[src/rtl/stream_extreme_reduce_ctrl.sv]
// Reduces a 4-lane stream to its max (or min) value and the index of its first occurrence.
// Latency: last beat at t -> done/result at t+2. Backpressure: in_valid low in RUN stalls indefinitely.
module stream_extreme_reduce_ctrl #(
  parameter int BW_DATA  = 8,
  parameter int UNSIGNED = 1,
  parameter int FIND_MIN = 0,
  parameter int BW_COUNT = 16
) (
  input  logic                  clk,
  input  logic                  rst,
  input  logic                  start,
  input  logic [BW_COUNT-1:0]   cfg_len,
  input  logic                  in_valid,
  output logic                  in_ready,
  input  logic [4*BW_DATA-1:0]  in_data,
  output logic                  busy,
  output logic                  done,
  output logic                  result_valid,
  output logic [BW_DATA-1:0]    result_value,
  output logic [BW_COUNT-1:0]   result_index
);

  localparam int BW_WIDE = BW_COUNT + 2;

  typedef enum logic [1:0] {IDLE, RUN, DRAIN, DONE} state_t;

  typedef struct packed {
    logic                vld;
    logic [BW_DATA-1:0]  val;
    logic [BW_COUNT-1:0] idx;
  } cand_t;

  // Signed compare is done as unsigned after flipping the sign bit.
  function automatic logic better(input logic [BW_DATA-1:0] a, input logic [BW_DATA-1:0] b);
    logic [BW_DATA-1:0] ka;
    logic [BW_DATA-1:0] kb;
    ka = a;
    kb = b;
    if (UNSIGNED == 0) begin
      ka[BW_DATA-1] = ~a[BW_DATA-1];
      kb[BW_DATA-1] = ~b[BW_DATA-1];
    end
    return (FIND_MIN != 0) ? (ka < kb) : (ka > kb);
  endfunction

  // a is always the earlier candidate, so b wins only when strictly better.
  function automatic cand_t pick(input cand_t a, input cand_t b);
    return (b.vld && (!a.vld || better(b.val, a.val))) ? b : a;
  endfunction

  state_t              state;
  logic [BW_COUNT-1:0] len_q;
  logic [BW_COUNT-1:0] beat;
  cand_t               stage;
  cand_t               acc;

  logic [BW_WIDE-1:0]  base_w;
  logic [BW_WIDE-1:0]  len_w;
  logic [BW_WIDE-1:0]  lane_w [4];
  cand_t               lane [4];
  cand_t               tree_win;
  cand_t               merged;
  logic                last_beat;
  logic                fire;

  assign base_w    = {beat, 2'b00};
  assign len_w     = {2'b00, len_q};
  assign last_beat = (base_w + BW_WIDE'(4)) >= len_w;
  assign fire      = in_valid & in_ready;

  always_comb begin
    for (int i = 0; i < 4; i++) begin
      lane_w[i]    = base_w + BW_WIDE'(i);
      lane[i].vld  = lane_w[i] < len_w;
      lane[i].val  = in_data[BW_DATA*i +: BW_DATA];
      lane[i].idx  = lane_w[i][BW_COUNT-1:0];
    end
    tree_win = pick(pick(lane[0], lane[1]), pick(lane[2], lane[3]));
    merged   = pick(acc, stage);
  end

  always_ff @(posedge clk) begin
    if (rst) begin
      state        <= IDLE;
      len_q        <= '0;
      beat         <= '0;
      stage        <= '0;
      acc          <= '0;
      in_ready     <= 1'b0;
      busy         <= 1'b0;
      done         <= 1'b0;
      result_valid <= 1'b0;
      result_value <= '0;
      result_index <= '0;
    end else begin
      case (state)
        IDLE: begin
          if (start) begin
            len_q        <= cfg_len;
            beat         <= '0;
            acc          <= '0;
            stage        <= '0;
            result_valid <= 1'b0;
            result_value <= '0;
            result_index <= '0;
            busy         <= 1'b1;
            if (cfg_len == '0) begin
              state <= DONE;
              done  <= 1'b1;
            end else begin
              state    <= RUN;
              in_ready <= 1'b1;
            end
          end
        end
        RUN: begin
          acc <= merged;
          if (fire) begin
            stage <= tree_win;
            beat  <= beat + 1'b1;
            if (last_beat) begin
              state    <= DRAIN;
              in_ready <= 1'b0;
            end
          end else begin
            stage.vld <= 1'b0;
          end
        end
        DRAIN: begin
          // Result is taken from the merge itself so it is visible in the DONE cycle.
          acc          <= merged;
          stage.vld    <= 1'b0;
          result_valid <= merged.vld;
          result_value <= merged.val;
          result_index <= merged.idx;
          state        <= DONE;
          done         <= 1'b1;
        end
        DONE: begin
          done  <= 1'b0;
          busy  <= 1'b0;
          state <= IDLE;
        end
        default: state <= IDLE;
      endcase
    end
  end

endmodule

[config.mk]
export PLATFORM = sky130hd
export DESIGN_NAME = stream_extreme_reduce_ctrl
export DESIGN_NICKNAME = d
export VERILOG_FILES = /design/src/rtl/stream_extreme_reduce_ctrl.sv
export SDC_FILE = /design/constraint.sdc
export NUM_CORES = 1
export LEC_CHECK = 0
export CORE_ASPECT_RATIO = 1.75
export CORE_MARGIN = 1.5
export CORE_UTILIZATION = 60
export CTS_CLUSTER_DIAMETER = 150
export DETAILED_ROUTE_END_ITERATION = 10
export MAX_ROUTING_LAYER = met4
export PLACE_DENSITY = 0.86
export SYNTH_ARGS = -nofsm -noshare
export SYNTH_HDL_FRONTEND = slang
export SYNTH_SLANG_ARGS = --single-unit
export TNS_END_PERCENT = 100
[constraint.sdc]
create_clock -name clk -period 6.8 [get_ports clk]
set_input_delay 1.36 -clock clk [delete_from_list [all_inputs] [get_ports clk]]
set_output_delay 1.36 -clock clk [all_outputs]
set_load 0.01 [all_outputs]
==> results.tsv <==
metric	value	unit
finClkSkew	0.007720	ns
yosysSeqAreaShare	36.06	%
pwr-share-seq	35.3	%
yosys_warnings	0	
insertion_delay	0.36	ns
fin_crit_sh	74.38	%
max_freq	197.7	MHz
clockBufferDepth	2	
sw_frac_of_total	36.95	%
muxShareOfSynthArea	6.943	%
final_nets	908	
final_cells	922	
synthDominantCellAreaShare	36.06	%
met2_usage	57.98	%
wl	16380	µm
ys.flop_type	dfxtp_1	
async_reset_ff_share	0	%
io_pins	80	
worst_slack	1.742	ns
syn2layout_area_growth	19.08	%
postCtsSetupRepairBufs	0	
cp_slowest_stage_delay	0.47	ns
cts.sinks	112	
multi_input_area	3616	µm²
grt_pass1_vias	5549	
setup_violations	0	
cts_buffers	9	
slew_viol_final	0	
synthXorXnorAreaFrac	1.690	%
tns	0	ns
regArea	2242	µm²
die_h	137.7	µm
dp_cells	906	
worstMarginPinSlew	0.9912	ns
cp_common_cell	a21oi_1	
hold_viol	0	
power.density	271.1	nW/µm²
ff2ff_path_depth	16	
criticalPathCategory	primary input to register	
yosys.area_share.simple	16.68	%
clkPwrFrac	30.5	%
grtUsageMet1	32.33	%
hold_depth	2	
dieArea	11010	µm²
grt_pass1_wl	26490	µm
synth_nets	849	
cp.depth	19	
total_leakage_power	2.925	nW
netlist_area	6217	µm²
clk_pin_slew_worst_paths	0.08	ns
pre_cts_slack	1.373	ns
gp_congestion	0.9757	
worst-path-buf-inv	4	
vias_per_cell	6.051	
synth_edf_count	0	
relSlewSlack	33.92	%
initial_core_util	61.09	%
synth_top_family_by_area	compound AO/OA/AOI/OAI gates	
p_comb_share	34.2	%
ctsResizeCount	0	
port_buffers	79	
power_switching	741.6	µW
fillCellCount	779	
cts_tree	done	
cts-root-buf	clkbuf_16	
antennaDiodeCount	0	
synth_seq_cells	112	
grt_overflow	0	
synth_common_cells	112 x dfxtp_1, 86 x nand2_1, 66 x ha_1	
synth_compound_area_share	19.50	%
drc_errors	0	
p_int	1.265	mW
drt_iter0_drc	284	
die_x	79.95	µm
antenna_found_initial	0	
ir_worst_vdd	0.0002266	V
grt.busiest_layer	met2	
cp_max_fo	9	
antenna_left	0	
crit_chain	clkdlybuf4s50_1 -> inv_1 -> ha_1 -> nor2b_1 -> o211ai_1 -> a21oi_1 -> o21bai_1 -> a211oi_1 -> buf_4 -> mux2i_1 -> inv_1 -> ha_1 -> nor2b_1 -> o211ai_1 -> a21oi_1 -> o221ai_1 -> a21oi_1 -> nand2b_1 -> o221ai_1	
critPathCaptureType	register	
via_count	5579	
max_cap_viol_count	0	
htreeDepth	3	
core_area	10180	µm²
synth_fa_ha_area_share	13.28	%
synth.distinct_cells	49	
status	complete, no violations	
finalCriticalPeriod	5.058	ns
rsz0062_at_grt	false	
crit_slowest_cell	clkdlybuf4s50_1	
first_pass_iters	7	
syn_avg_cell_area	8.505	µm²
row_count	49	
track_usage	32.01	%
cp_top_family	compound AO/OA/AOI/OAI gates	
cp-start-kind	primary input	
required	7.02	ns
place_hpwl	12550	µm
synth_top_area_cell	dfxtp_1	
wire_per_inst	17.77	µm
critPathArrivalTime	5.28	ns
synth_area_leaders	dfxtp_1 36%, ha_1 13%, mux2i_1 6.8%, nand2_1 5.2%, a21oi_1 4.2%	
grt_max_degree	64	
drive_gt1_share	4.025	%
syn_inst	731	
hp-class	register to register	
synthMostInstantiatedCell	dfxtp_1	
met3_usage	4.834	%
holdBufCountCts	0	
## power groups by stage
stage / Clock, mW / Sequential, mW / Combinational [mW]
after floorplan: 0 / 0.720 / 0.471
after global placement: 0 / 0.722 / 0.657
after detailed placement: 0 / 0.724 / 0.674
after CTS: 0.613 / 0.708 / 0.679
after global routing: 0.640 / 0.713 / 0.755
final: 0.611 / 0.709 / 0.686
## path summary, 6_finish.rpt
check                         startpoint                endpoint  slack [ns]
setup / recovery             in_data[17]  stage[20]$_SDFFE_PP0P_        1.74
hold / removal    len_q[11]$_SDFFE_PP0P_  len_q[11]$_SDFFE_PP0P_        0.46
hold reg to reg   len_q[11]$_SDFFE_PP0P_  len_q[11]$_SDFFE_PP0P_        0.46
setup reg to reg   beat[13]$_SDFFE_PP0P_  stage[20]$_SDFFE_PP0P_        2.40
## layout by cell type (no fill, tap or decap), types with 5 or more instances in the layout
cell type and n:
nand4_1 13, a211oi_1 11, nor3_1 9, clkdlybuf4s50_1 78
nor2_1 58, nor2b_1 8, nand2b_1 6, nand3_1 13
nor4_1 5, mux2i_1 42, o21ai_0 45, clkbuf_16 9
inv_1 53, nand2_1 86, nand3b_1 6, xor2_1 5
o221ai_1 9, a22o_1 24, xnor2_1 7, a21oi_1 52
a22oi_1 21, ha_1 66, buf_4 7, dfxtp_1 112
o211ai_1 7
## layer usage
layer	share of wire, %	up-vias	wire, µm
met1	37	2616	6093
li1	-	2723	-
met4	4.9	0	804
met2	54	181	8894
met3	3.6	59	586
met5	0	-	0
## kinds of logic (layout without fill, tap and decap cells)
| logic type | after synthesis | after routing |
|---|---|---|
| multiplexers | 43 | 43 |
| adder cells (fa/ha/maj) | 66 | 66 |
| flip-flops | 112 | 112 |
| buffers and inverters | 91 | 155 |
| AO/OA/AOI/OAI | 187 | 187 |
| XOR/XNOR | 12 | 12 |
| AND/OR/NAND/NOR | 220 | 220 |
## worst reg2reg max path: cells and delay by family (launching register included)
kind / cells / cell delay (ns)
AO/OA/AOI/OAI: 7 / 1.35
adder cells (fa/ha/maj): 2 / 0.64
buffers and inverters: 2 / 0.35
flip-flops: 1 / 0.40
multiplexers: 1 / 0.35
AND/OR/NAND/NOR: 4 / 1.19
## metrics by stage
step	hold WS, ns	utilization [%]	area (µm²)	total power [mW]
after floorplan	0.4363	-	6217	1.191
after global placement	0.4360	69.31	7054	1.378
after detailed placement	0.4457	69.31	7054	1.398
after CTS	0.4589	72.74	7403	2.000
after global routing	0.4704	72.74	7403	2.108
final	0.4582	72.74	7403	2.007
## flip-flops by register name, indices dropped and copies added (netlist names)
signal	flops
acc	25
stage	25
beat	16
len_q	16
result_index	16
result_value	8
state	2
busy	1
done	1
in_ready	1
result_valid	1
## layout make-up
cell class	instances	share of cell area, %
multi-input combinational	528	48.84
clock inverter	7	1.673
tap	127	2.146
sequential	112	30.29
clock buffer	9	3.042
timing repair buffer	86	11.32
inverter	53	2.687
Power figures use the tool's default switching activity.
